===== src/rtl/otter_pkg.sv =====
// Shared OTTER encodings: opcodes, ALU codes, datapath select values and control FSM states.
// Pure constants and one helper; no latency, no backpressure.
package otter_pkg;

   localparam logic [6:0] OPC_OP     = 7'b0110011;
   localparam logic [6:0] OPC_OP_IMM = 7'b0010011;
   localparam logic [6:0] OPC_LUI    = 7'b0110111;
   localparam logic [6:0] OPC_AUIPC  = 7'b0010111;
   localparam logic [6:0] OPC_JAL    = 7'b1101111;
   localparam logic [6:0] OPC_JALR   = 7'b1100111;
   localparam logic [6:0] OPC_LOAD   = 7'b0000011;
   localparam logic [6:0] OPC_STORE  = 7'b0100011;
   localparam logic [6:0] OPC_BRANCH = 7'b1100011;

   localparam logic [3:0] ALU_ADD  = 4'b0000;
   localparam logic [3:0] ALU_SLL  = 4'b0001;
   localparam logic [3:0] ALU_SLT  = 4'b0010;
   localparam logic [3:0] ALU_SLTU = 4'b0011;
   localparam logic [3:0] ALU_XOR  = 4'b0100;
   localparam logic [3:0] ALU_SRL  = 4'b0101;
   localparam logic [3:0] ALU_OR   = 4'b0110;
   localparam logic [3:0] ALU_AND  = 4'b0111;
   localparam logic [3:0] ALU_SUB  = 4'b1000;
   localparam logic [3:0] ALU_LUI  = 4'b1001;
   localparam logic [3:0] ALU_SRA  = 4'b1101;

   localparam logic       SRCA_RS1  = 1'b0;
   localparam logic       SRCA_UIMM = 1'b1;

   localparam logic [1:0] SRCB_RS2  = 2'd0;
   localparam logic [1:0] SRCB_IIMM = 2'd1;
   localparam logic [1:0] SRCB_SIMM = 2'd2;
   localparam logic [1:0] SRCB_PC   = 2'd3;

   localparam logic [2:0] PC_PLUS4  = 3'd0;
   localparam logic [2:0] PC_JALR   = 3'd1;
   localparam logic [2:0] PC_BRANCH = 3'd2;
   localparam logic [2:0] PC_JAL    = 3'd3;
   localparam logic [2:0] PC_MTVEC  = 3'd4;

   localparam logic [1:0] RF_PC4 = 2'd0;
   localparam logic [1:0] RF_MEM = 2'd2;
   localparam logic [1:0] RF_ALU = 2'd3;

   typedef enum logic [2:0] {
      ST_INIT,
      ST_FETCH,
      ST_EXEC,
      ST_WB,
      ST_INTR
   } state_t;

   // Unsupported funct3 values report not-taken; the decoder flags them separately.
   function automatic logic branch_taken(input logic [2:0] funct3, input logic eq,
                                         input logic lt, input logic ltu);
      case (funct3)
         3'b000:  return eq;
         3'b001:  return !eq;
         3'b100:  return lt;
         3'b101:  return !lt;
         3'b110:  return ltu;
         3'b111:  return !ltu;
         default: return 1'b0;
      endcase
   endfunction

endpackage


===== src/rtl/otter_ctrl_unit_if.sv =====
// Control bundle from the control unit (master) to datapath, register file and memory (slave).
// Wires only; no latency, no backpressure.
interface otter_ctrl_unit_if;
   import otter_pkg::*;

   logic [3:0] alu_fun;
   logic       alu_srcA;
   logic [1:0] alu_srcB;
   logic [2:0] pc_source;
   logic [1:0] rf_wr_sel;
   logic       pc_write;
   logic       reg_write;
   logic       mem_we2;
   logic       mem_rden1;
   logic       mem_rden2;
   logic       rst_pc;
   logic       int_taken;
   logic       illegal;

   modport master (
      output alu_fun, alu_srcA, alu_srcB, pc_source, rf_wr_sel, pc_write, reg_write,
             mem_we2, mem_rden1, mem_rden2, rst_pc, int_taken, illegal
   );

   modport slave (
      input alu_fun, alu_srcA, alu_srcB, pc_source, rf_wr_sel, pc_write, reg_write,
            mem_we2, mem_rden1, mem_rden2, rst_pc, int_taken, illegal
   );

endinterface


===== src/rtl/otter_dcdr.sv =====
// Combinational instruction decoder: opcode/funct3/branch flags to selects and alu_fun.
// Zero latency, no backpressure; strobes and illegal are qualified by exec.
module otter_dcdr
   import otter_pkg::*;
(
   input  logic [6:0] opcode,
   input  logic [2:0] funct3,
   input  logic       ir30,
   input  logic       br_eq,
   input  logic       br_lt,
   input  logic       br_ltu,
   input  logic       exec,
   output logic [3:0] alu_fun,
   output logic       alu_srcA,
   output logic [1:0] alu_srcB,
   output logic [2:0] pc_source,
   output logic [1:0] rf_wr_sel,
   output logic       reg_write,
   output logic       mem_we2,
   output logic       mem_rden2,
   output logic       illegal,
   output logic       is_load
);

   logic wr, we, rd, bad;

   always_comb begin
      alu_fun   = ALU_ADD;
      alu_srcA  = SRCA_RS1;
      alu_srcB  = SRCB_RS2;
      pc_source = PC_PLUS4;
      rf_wr_sel = RF_PC4;
      is_load   = 1'b0;
      wr        = 1'b0;
      we        = 1'b0;
      rd        = 1'b0;
      bad       = 1'b0;

      case (opcode)
         OPC_OP: begin
            alu_fun   = {ir30, funct3};
            rf_wr_sel = RF_ALU;
            wr        = 1'b1;
         end
         OPC_OP_IMM: begin
            // Only the shift-right immediate uses ir[30]; elsewhere it is immediate data.
            alu_fun   = {(funct3 == 3'b101) ? ir30 : 1'b0, funct3};
            alu_srcB  = SRCB_IIMM;
            rf_wr_sel = RF_ALU;
            wr        = 1'b1;
         end
         OPC_LUI: begin
            alu_fun   = ALU_LUI;
            alu_srcA  = SRCA_UIMM;
            rf_wr_sel = RF_ALU;
            wr        = 1'b1;
         end
         OPC_AUIPC: begin
            alu_srcA  = SRCA_UIMM;
            alu_srcB  = SRCB_PC;
            rf_wr_sel = RF_ALU;
            wr        = 1'b1;
         end
         OPC_JAL: begin
            pc_source = PC_JAL;
            wr        = 1'b1;
         end
         OPC_JALR: begin
            pc_source = PC_JALR;
            wr        = 1'b1;
         end
         OPC_LOAD: begin
            alu_srcB = SRCB_IIMM;
            rd       = 1'b1;
            is_load  = 1'b1;
         end
         OPC_STORE: begin
            alu_srcB = SRCB_SIMM;
            we       = 1'b1;
         end
         OPC_BRANCH: begin
            if (funct3 == 3'b010 || funct3 == 3'b011)
               bad = 1'b1;
            else if (branch_taken(funct3, br_eq, br_lt, br_ltu))
               pc_source = PC_BRANCH;
         end
         default: bad = 1'b1;
      endcase

      reg_write = wr & exec;
      mem_we2   = we & exec;
      mem_rden2 = rd & exec;
      illegal   = bad & exec;
   end

endmodule


===== src/rtl/otter_ctrl_unit.sv =====
// Multi-cycle OTTER control FSM (INIT/FETCH/EXEC/WB/INTR) driving the datapath control bundle.
// One cycle per state, loads add WB, interrupts add INTR; no backpressure.
module otter_ctrl_unit
   import otter_pkg::*;
(
   input  logic                      clk,
   input  logic                      rst,
   input  logic [31:0]               ir,
   input  logic                      br_eq,
   input  logic                      br_lt,
   input  logic                      br_ltu,
   input  logic                      intr,
   input  logic                      int_en,
   otter_ctrl_unit_if.master         ctrl
);

   state_t     state, state_nxt;
   logic [3:0] d_alu_fun;
   logic       d_srcA;
   logic [1:0] d_srcB;
   logic [2:0] d_pc_source;
   logic [1:0] d_rf_wr_sel;
   logic       d_reg_write, d_mem_we2, d_mem_rden2, d_illegal, d_is_load;
   logic       irq;
   logic       unused_ir;

   assign unused_ir = ^{ir[31], ir[29:15], ir[11:7]};
   assign irq       = intr & int_en;

   otter_dcdr u_dcdr (
      .opcode    (ir[6:0]),
      .funct3    (ir[14:12]),
      .ir30      (ir[30]),
      .br_eq     (br_eq),
      .br_lt     (br_lt),
      .br_ltu    (br_ltu),
      .exec      (state == ST_EXEC),
      .alu_fun   (d_alu_fun),
      .alu_srcA  (d_srcA),
      .alu_srcB  (d_srcB),
      .pc_source (d_pc_source),
      .rf_wr_sel (d_rf_wr_sel),
      .reg_write (d_reg_write),
      .mem_we2   (d_mem_we2),
      .mem_rden2 (d_mem_rden2),
      .illegal   (d_illegal),
      .is_load   (d_is_load)
   );

   always_ff @(posedge clk) begin
      if (rst) state <= ST_INIT;
      else     state <= state_nxt;
   end

   always_comb begin
      state_nxt      = state;
      ctrl.alu_fun   = ALU_ADD;
      ctrl.alu_srcA  = SRCA_RS1;
      ctrl.alu_srcB  = SRCB_RS2;
      ctrl.pc_source = PC_PLUS4;
      ctrl.rf_wr_sel = RF_PC4;
      ctrl.pc_write  = 1'b0;
      ctrl.reg_write = 1'b0;
      ctrl.mem_we2   = 1'b0;
      ctrl.mem_rden1 = 1'b0;
      ctrl.mem_rden2 = 1'b0;
      ctrl.rst_pc    = 1'b0;
      ctrl.int_taken = 1'b0;
      ctrl.illegal   = 1'b0;

      case (state)
         ST_INIT: begin
            ctrl.rst_pc = 1'b1;
            state_nxt   = ST_FETCH;
         end
         ST_FETCH: begin
            ctrl.mem_rden1 = 1'b1;
            state_nxt      = ST_EXEC;
         end
         ST_EXEC: begin
            ctrl.alu_fun   = d_alu_fun;
            ctrl.alu_srcA  = d_srcA;
            ctrl.alu_srcB  = d_srcB;
            ctrl.pc_source = d_pc_source;
            ctrl.rf_wr_sel = d_rf_wr_sel;
            ctrl.reg_write = d_reg_write;
            ctrl.mem_we2   = d_mem_we2;
            ctrl.mem_rden2 = d_mem_rden2;
            ctrl.illegal   = d_illegal;
            ctrl.pc_write  = !d_is_load;
            if (d_is_load) state_nxt = ST_WB;
            else           state_nxt = irq ? ST_INTR : ST_FETCH;
         end
         ST_WB: begin
            // ir is stable, so the decoder still supplies the load's address selects.
            ctrl.alu_fun   = d_alu_fun;
            ctrl.alu_srcB  = d_srcB;
            ctrl.mem_rden2 = 1'b1;
            ctrl.rf_wr_sel = RF_MEM;
            ctrl.reg_write = !rst;
            ctrl.pc_write  = 1'b1;
            state_nxt      = irq ? ST_INTR : ST_FETCH;
         end
         ST_INTR: begin
            ctrl.pc_source = PC_MTVEC;
            ctrl.pc_write  = 1'b1;
            ctrl.int_taken = 1'b1;
            state_nxt      = ST_FETCH;
         end
         default: state_nxt = ST_INIT;
      endcase
   end

endmodule


===== src/flat_wrapper.sv =====
// flat-port wrapper written by rule: the top's interface ports become plain ports
module otter_ctrl_unit_flat import otter_pkg::*;
  (clk, rst, ir, br_eq, br_lt, br_ltu, intr, int_en, ctrl_alu_fun, ctrl_alu_srcA, ctrl_alu_srcB, ctrl_pc_source, ctrl_rf_wr_sel, ctrl_pc_write, ctrl_reg_write, ctrl_mem_we2, ctrl_mem_rden1, ctrl_mem_rden2, ctrl_rst_pc, ctrl_int_taken, ctrl_illegal);
  otter_ctrl_unit_if ctrl_i ();
  input  logic clk;
  input  logic rst;
  input  logic [31:0] ir;
  input  logic br_eq;
  input  logic br_lt;
  input  logic br_ltu;
  input  logic intr;
  input  logic int_en;
  output wire logic [$bits(ctrl_i.alu_fun)-1:0] ctrl_alu_fun;
  output wire logic [$bits(ctrl_i.alu_srcA)-1:0] ctrl_alu_srcA;
  output wire logic [$bits(ctrl_i.alu_srcB)-1:0] ctrl_alu_srcB;
  output wire logic [$bits(ctrl_i.pc_source)-1:0] ctrl_pc_source;
  output wire logic [$bits(ctrl_i.rf_wr_sel)-1:0] ctrl_rf_wr_sel;
  output wire logic [$bits(ctrl_i.pc_write)-1:0] ctrl_pc_write;
  output wire logic [$bits(ctrl_i.reg_write)-1:0] ctrl_reg_write;
  output wire logic [$bits(ctrl_i.mem_we2)-1:0] ctrl_mem_we2;
  output wire logic [$bits(ctrl_i.mem_rden1)-1:0] ctrl_mem_rden1;
  output wire logic [$bits(ctrl_i.mem_rden2)-1:0] ctrl_mem_rden2;
  output wire logic [$bits(ctrl_i.rst_pc)-1:0] ctrl_rst_pc;
  output wire logic [$bits(ctrl_i.int_taken)-1:0] ctrl_int_taken;
  output wire logic [$bits(ctrl_i.illegal)-1:0] ctrl_illegal;
  assign ctrl_alu_fun = ctrl_i.alu_fun;
  assign ctrl_alu_srcA = ctrl_i.alu_srcA;
  assign ctrl_alu_srcB = ctrl_i.alu_srcB;
  assign ctrl_pc_source = ctrl_i.pc_source;
  assign ctrl_rf_wr_sel = ctrl_i.rf_wr_sel;
  assign ctrl_pc_write = ctrl_i.pc_write;
  assign ctrl_reg_write = ctrl_i.reg_write;
  assign ctrl_mem_we2 = ctrl_i.mem_we2;
  assign ctrl_mem_rden1 = ctrl_i.mem_rden1;
  assign ctrl_mem_rden2 = ctrl_i.mem_rden2;
  assign ctrl_rst_pc = ctrl_i.rst_pc;
  assign ctrl_int_taken = ctrl_i.int_taken;
  assign ctrl_illegal = ctrl_i.illegal;
  otter_ctrl_unit u_core (.clk(clk), .rst(rst), .ir(ir), .br_eq(br_eq), .br_lt(br_lt), .br_ltu(br_ltu), .intr(intr), .int_en(int_en), .ctrl(ctrl_i));
endmodule

===== config.mk =====
export PLATFORM = sky130hd
export DESIGN_NAME = otter_ctrl_unit_flat
export DESIGN_NICKNAME = d
export VERILOG_FILES = /design/src/rtl/otter_pkg.sv /design/src/rtl/otter_ctrl_unit_if.sv /design/src/rtl/otter_dcdr.sv /design/src/rtl/otter_ctrl_unit.sv /design/src/flat_wrapper.sv
export SDC_FILE = /design/constraint.sdc
export NUM_CORES = 1
export LEC_CHECK = 0
export CELL_PAD_IN_SITES_DETAIL_PLACEMENT = 0
export CELL_PAD_IN_SITES_GLOBAL_PLACEMENT = 1
export CORE_MARGIN = 4
export CORE_UTILIZATION = 14
export CTS_CLUSTER_DIAMETER = 100
export DETAILED_ROUTE_END_ITERATION = 10
export PLACE_DENSITY = 0.79
export SKIP_LAST_GASP = 1
export SYNTH_ARGS = -nofsm -noshare
export SYNTH_HDL_FRONTEND = slang
export SYNTH_SLANG_ARGS = --single-unit

===== constraint.sdc =====
create_clock -name clk -period 1.4 [get_ports clk]
set_clock_uncertainty 0.15 [all_clocks]
set_input_delay 0.28 -clock clk [delete_from_list [all_inputs] [get_ports clk]]
set_output_delay 0.28 -clock clk [all_outputs]
set_load 0.01 [all_outputs]

# After elaboration in Yosys (flattened, before gate mapping)
# Cells that the tools add are included.
# totals
reg_bits	3
in_bits	39
wordCells	74
# op_classes
n_eq_ne	20
n_mux	32
n_bitwise	5
n_reduce_logical	16
# ops
op	n
equality test 7 x 6 -> 1 bit, second input constant	3
equality test 7 bit, second input constant	3
equality test 3 bit, second input constant	5
equality test 7 x 5 -> 1 bit, second input constant	2
two-way mux 1 bit	14
equality test 3 x 2 -> 1 bit, second input constant	4
case mux 2 bit (3 select lines)	2
case mux 3 bit (4 select lines)	1
case mux 4 bit (3 select lines)	1
OR reduction 2 bit	5
two-way mux 2 bit	4
case mux 1 bit (2 select lines)	4
OR reduction 8 bit	1
equality test 7 x 2 -> 1 bit, second input constant	1
equality test 3 x 1 -> 1 bit, second input constant	2
logical NOT 3 bit	2
two-way mux 3 bit	2
case mux 1 bit (6 select lines)	1
case mux 3 bit (2 select lines)	1
OR reduction 6 bit	1
bitwise AND 1 bit	5
logical NOT 1 bit	5
two-way mux 4 bit	1
case mux 2 bit (2 select lines)	1
other kinds (2)	2

# Depth between registers and ports, before layout
# depth
ltp_word	8
ltp_mapped	5
ltp_nobuf	4

# Hierarchy
# A second synthesis with hierarchy kept.
# hier_totals
cells_unflattened	91
area_unflattened_um2	630.6
# modules_own_cells
mod	n_inst	cells_each	area_each_um2
otter_ctrl_unit	1	43	329.1
otter_dcdr	1	48	301.5

# Worst setup path before layout
# Ideal clock, no wire load.
# synth_path
path_kind	flip-flop to output port
start	register u_core.state[2]
end	output port ctrl_mem_we2
arrival_time_ps	1248
required_ps	970
path_slack_ps	-278
stages_incl_launch_ff	5
cell_sequence	dfxtp_1 -> nand2b_1 -> nor2_1 -> nand2_1 -> nor4_1
# synth_via
elab_chain_cells	3
# synth_lines
element	line_no	text
start: declaration	otter_ctrl_unit.sv:17	state_t state, state_nxt;
start signal: assignment	otter_ctrl_unit.sv:52	else state <= state_nxt;
equality test 3 x 2 -> 1 bit *	otter_ctrl_unit.sv:37, otter_ctrl_unit.sv:71	
bitwise AND 1 bit	otter_dcdr.sv:91	mem_we2 = we & exec;
two-way mux 1 bit *	otter_ctrl_unit.sv:71	case (state)
end: declaration	flat_wrapper.sv:20	output wire logic [$bits(ctrl_i.mem_we2)-1:0] ctrl_mem_we2;
# Every way passes the cells marked *; elsewhere a longest branch is shown, timed or not.

# Worst setup path in the final report
# Ends and elaborated chain as after synthesis.

==> qor.txt <==
critical path class: reg -> out
Root Driver: clkbuf_4
Slew HR: 81.4%
Final ANT Viol Nets: 0
vias: 891
DIE AREA: 4590 um^2
chip height: 67.7 um
layout cell share with drive strength beyond 1: 81.2%
largest net degree at the start of global routing: 9
worst hold path class: reg -> reg
vias in the first global route: 983
# nets final: 194
# rows: 21
Regs by FF count: u_core.state (3)
Core Region: 3390 um^2
Clock Pin Slew Worst Setup and Hold Paths: 0.04 ns
status: finished with violations
Die X: 67.7 um
input/output buffers: 37
Leak: 0.669 nW
post-route setup slack: -0.423 ns
Final min period: 1.82 ns
initial antenna violation count: 0
synthesis-to-finish area growth: 200%
buffers from clock root to sink, at most: 2
fill count: 333
GRT Util Overall: 12.1%
placed inst area: 1140 um^2
area of the mapped netlist: 499 um^2
drt total wl: 2.72 mm
top_reg_cell synth: dfxtp_1
DRC: 0
CTS tree: built
TritonCTS buffer count: 3
htree depth: 1
Storage cell area: 71.3 um^2
Seq/Total Area, Yosys: 12.0%
vias per cell: 4.46
max reg flops: 3
Syn Nets: 111
Yosys Warn Count: 0
Power Density: 430 nW/um^2
CP Capture Type: output port
Util after Layout: 44.1%
number of setup violations in the final report: 22
area taken by multi-input logic gates: 658 um^2
Initial DRT Pass Iterations: 2
number of synthesized flops with an enable pin: 0
Top delay family on crit path: simple AND/OR/NAND/NOR gates
Post-synth ARST share: 0%
1st-iter DRT viols: 8
Top Ports: 59
dpl cells: 175
Placement Setup Slack: -1.18 ns
RSZ-0062 raised after global routing: yes
Distinct cells, synth: 34
maximum VDD drop: 0.179 mV
cts hold-fix bufs: 0
Tcrit/Tclk final: 130%
Least-Margin Pin Slew: 0.271 ns
cell count after synthesis: 72
Pins Over Slew Limit: 0
hpwl dp: 1.75 mm
Mean Syn Cell Area: 6.93 um^2
Critical Path RT: 0.97 ns
Final Hold Fails: 0
slowest stage delay, CP: 0.34 ns
synthesized flop and latch total: 3
first-pass GRT wire length: 4.32 mm
Worst-Skew Late Latency: 0.24 ns
n_diodes: 0
Most flops, register: u_core.state
final non-filler cell area: 1500 um^2
global route total overflow: 0
startpoint types: flop
drt wl/cell: 13.6 um
Highest Clock Rate: 549 MHz
MaxCap Viol Count: 0
clk sinks: 3
Buf/Inv on CP: 1
Arr. time, crit path: 1.39 ns
post-route setup TNS: -5.97 ns
CP max-delay cell: dfxtp_4
Max FO, Critical Path: 4
routability-driven placement congestion ratio: 0.767
Post-Layout Cell Count: 200
initial core utilization: 14.7%
failing checks: setup timing
CP cell instances: nand2b_4 > nor2_4 > nand2_2 > nor4_4 > buf_2
## tightest hold or removal path: stages (launching register included)
cell and delay, ns:
dfxtp_4 0.34, buf_4 0.14, nor3_2 0.04
## per-stage QoR
step                      hold WS [ns]  total power [mW]
after floorplan                  0.194             0.217
after global placement           0.392             0.372
after detailed placement         0.401             0.378
after CTS                        0.437             0.586
after global routing             0.424             0.685
final                            0.415             0.644
## kinds of logic after synthesis
logic type / share of synthesized area [%]
compound gates: 13.8
xor+xnor: 5.26
buf+inv: 7.52
flops: 12.0
mux: 4.01
simple gates: 57.4
## what timing repair did
action,CTS,global route
pin swaps,30,18
gates cloned,1,0
setup endpoints to repair,23,23
buffers inserted,13,13
resized for setup,181,27
## layout make-up
cell class	count	share of cell area, %
Clock buffer	4	1.76
Multi-Input combinational cell	64	44.0
Timing Repair Buffer	82	45.4
Tap cell	46	3.85
Inverter	1	0.251
Sequential cell	3	4.77
## synthesized netlist by cell type, drive strengths merged (2+ instances only)
master | number | share of area [%]
nand2 | 7 | 5.3
and2 | 5 | 6.3
nor3b | 3 | 4.5
xnor2 | 2 | 3.5
mux2i | 2 | 4.0
dfxtp | 3 | 12
a21oi | 2 | 2.0
nor2 | 10 | 8.0
a211oi | 2 | 3.0
nand2b | 2 | 2.5
buf | 3 | 6.0
nor4 | 4 | 5.0
nor3 | 8 | 9.0
and3 | 2 | 2.5
## layout by cell type, fill, tap and decap left out, drive strengths merged, types with 3 or more instances in the layout
cell,n
clkdlybuf4s50,4
and2,5
nor3b,3
clkbuf,5
dlygate4sd2,3
dfxtp,3
buf,73
nor3,8
nor2,10
nand2,7
nor4,4
## path summary, 6_finish.rpt
path	start	endpoint	slack (ns)	depth (start not counted)
hold / removal	u_core.state[2]	u_core.state[1]	0.41	2
hold reg to reg	u_core.state[2]	u_core.state[1]	0.41	2
setup / recovery	u_core.state[2]	ctrl_mem_we2	-0.42	5
setup reg to reg	u_core.state[0]	u_core.state[1]	-0.06	5
## per-layer routing
layer  vias to the layer above  global-route usage (%)  wire, um
met3                         7                    3.33       159
met5                         -                       0         0
met2                        33                    23.0      1510
li1                        429                       -         -
met4                         0                    4.81        61
met1                       422                    12.4       988
## report_power, final
| group | total, mW | internal, mW | switching (mW) |
|---|---|---|---|
| Clock | 0.156 | 0.107 | 0.0491 |
| Sequential | 0.100 | 0.0907 | 0.00968 |
| Combinational | 0.387 | 0.221 | 0.166 |
(Power assumes the default switching activity.)
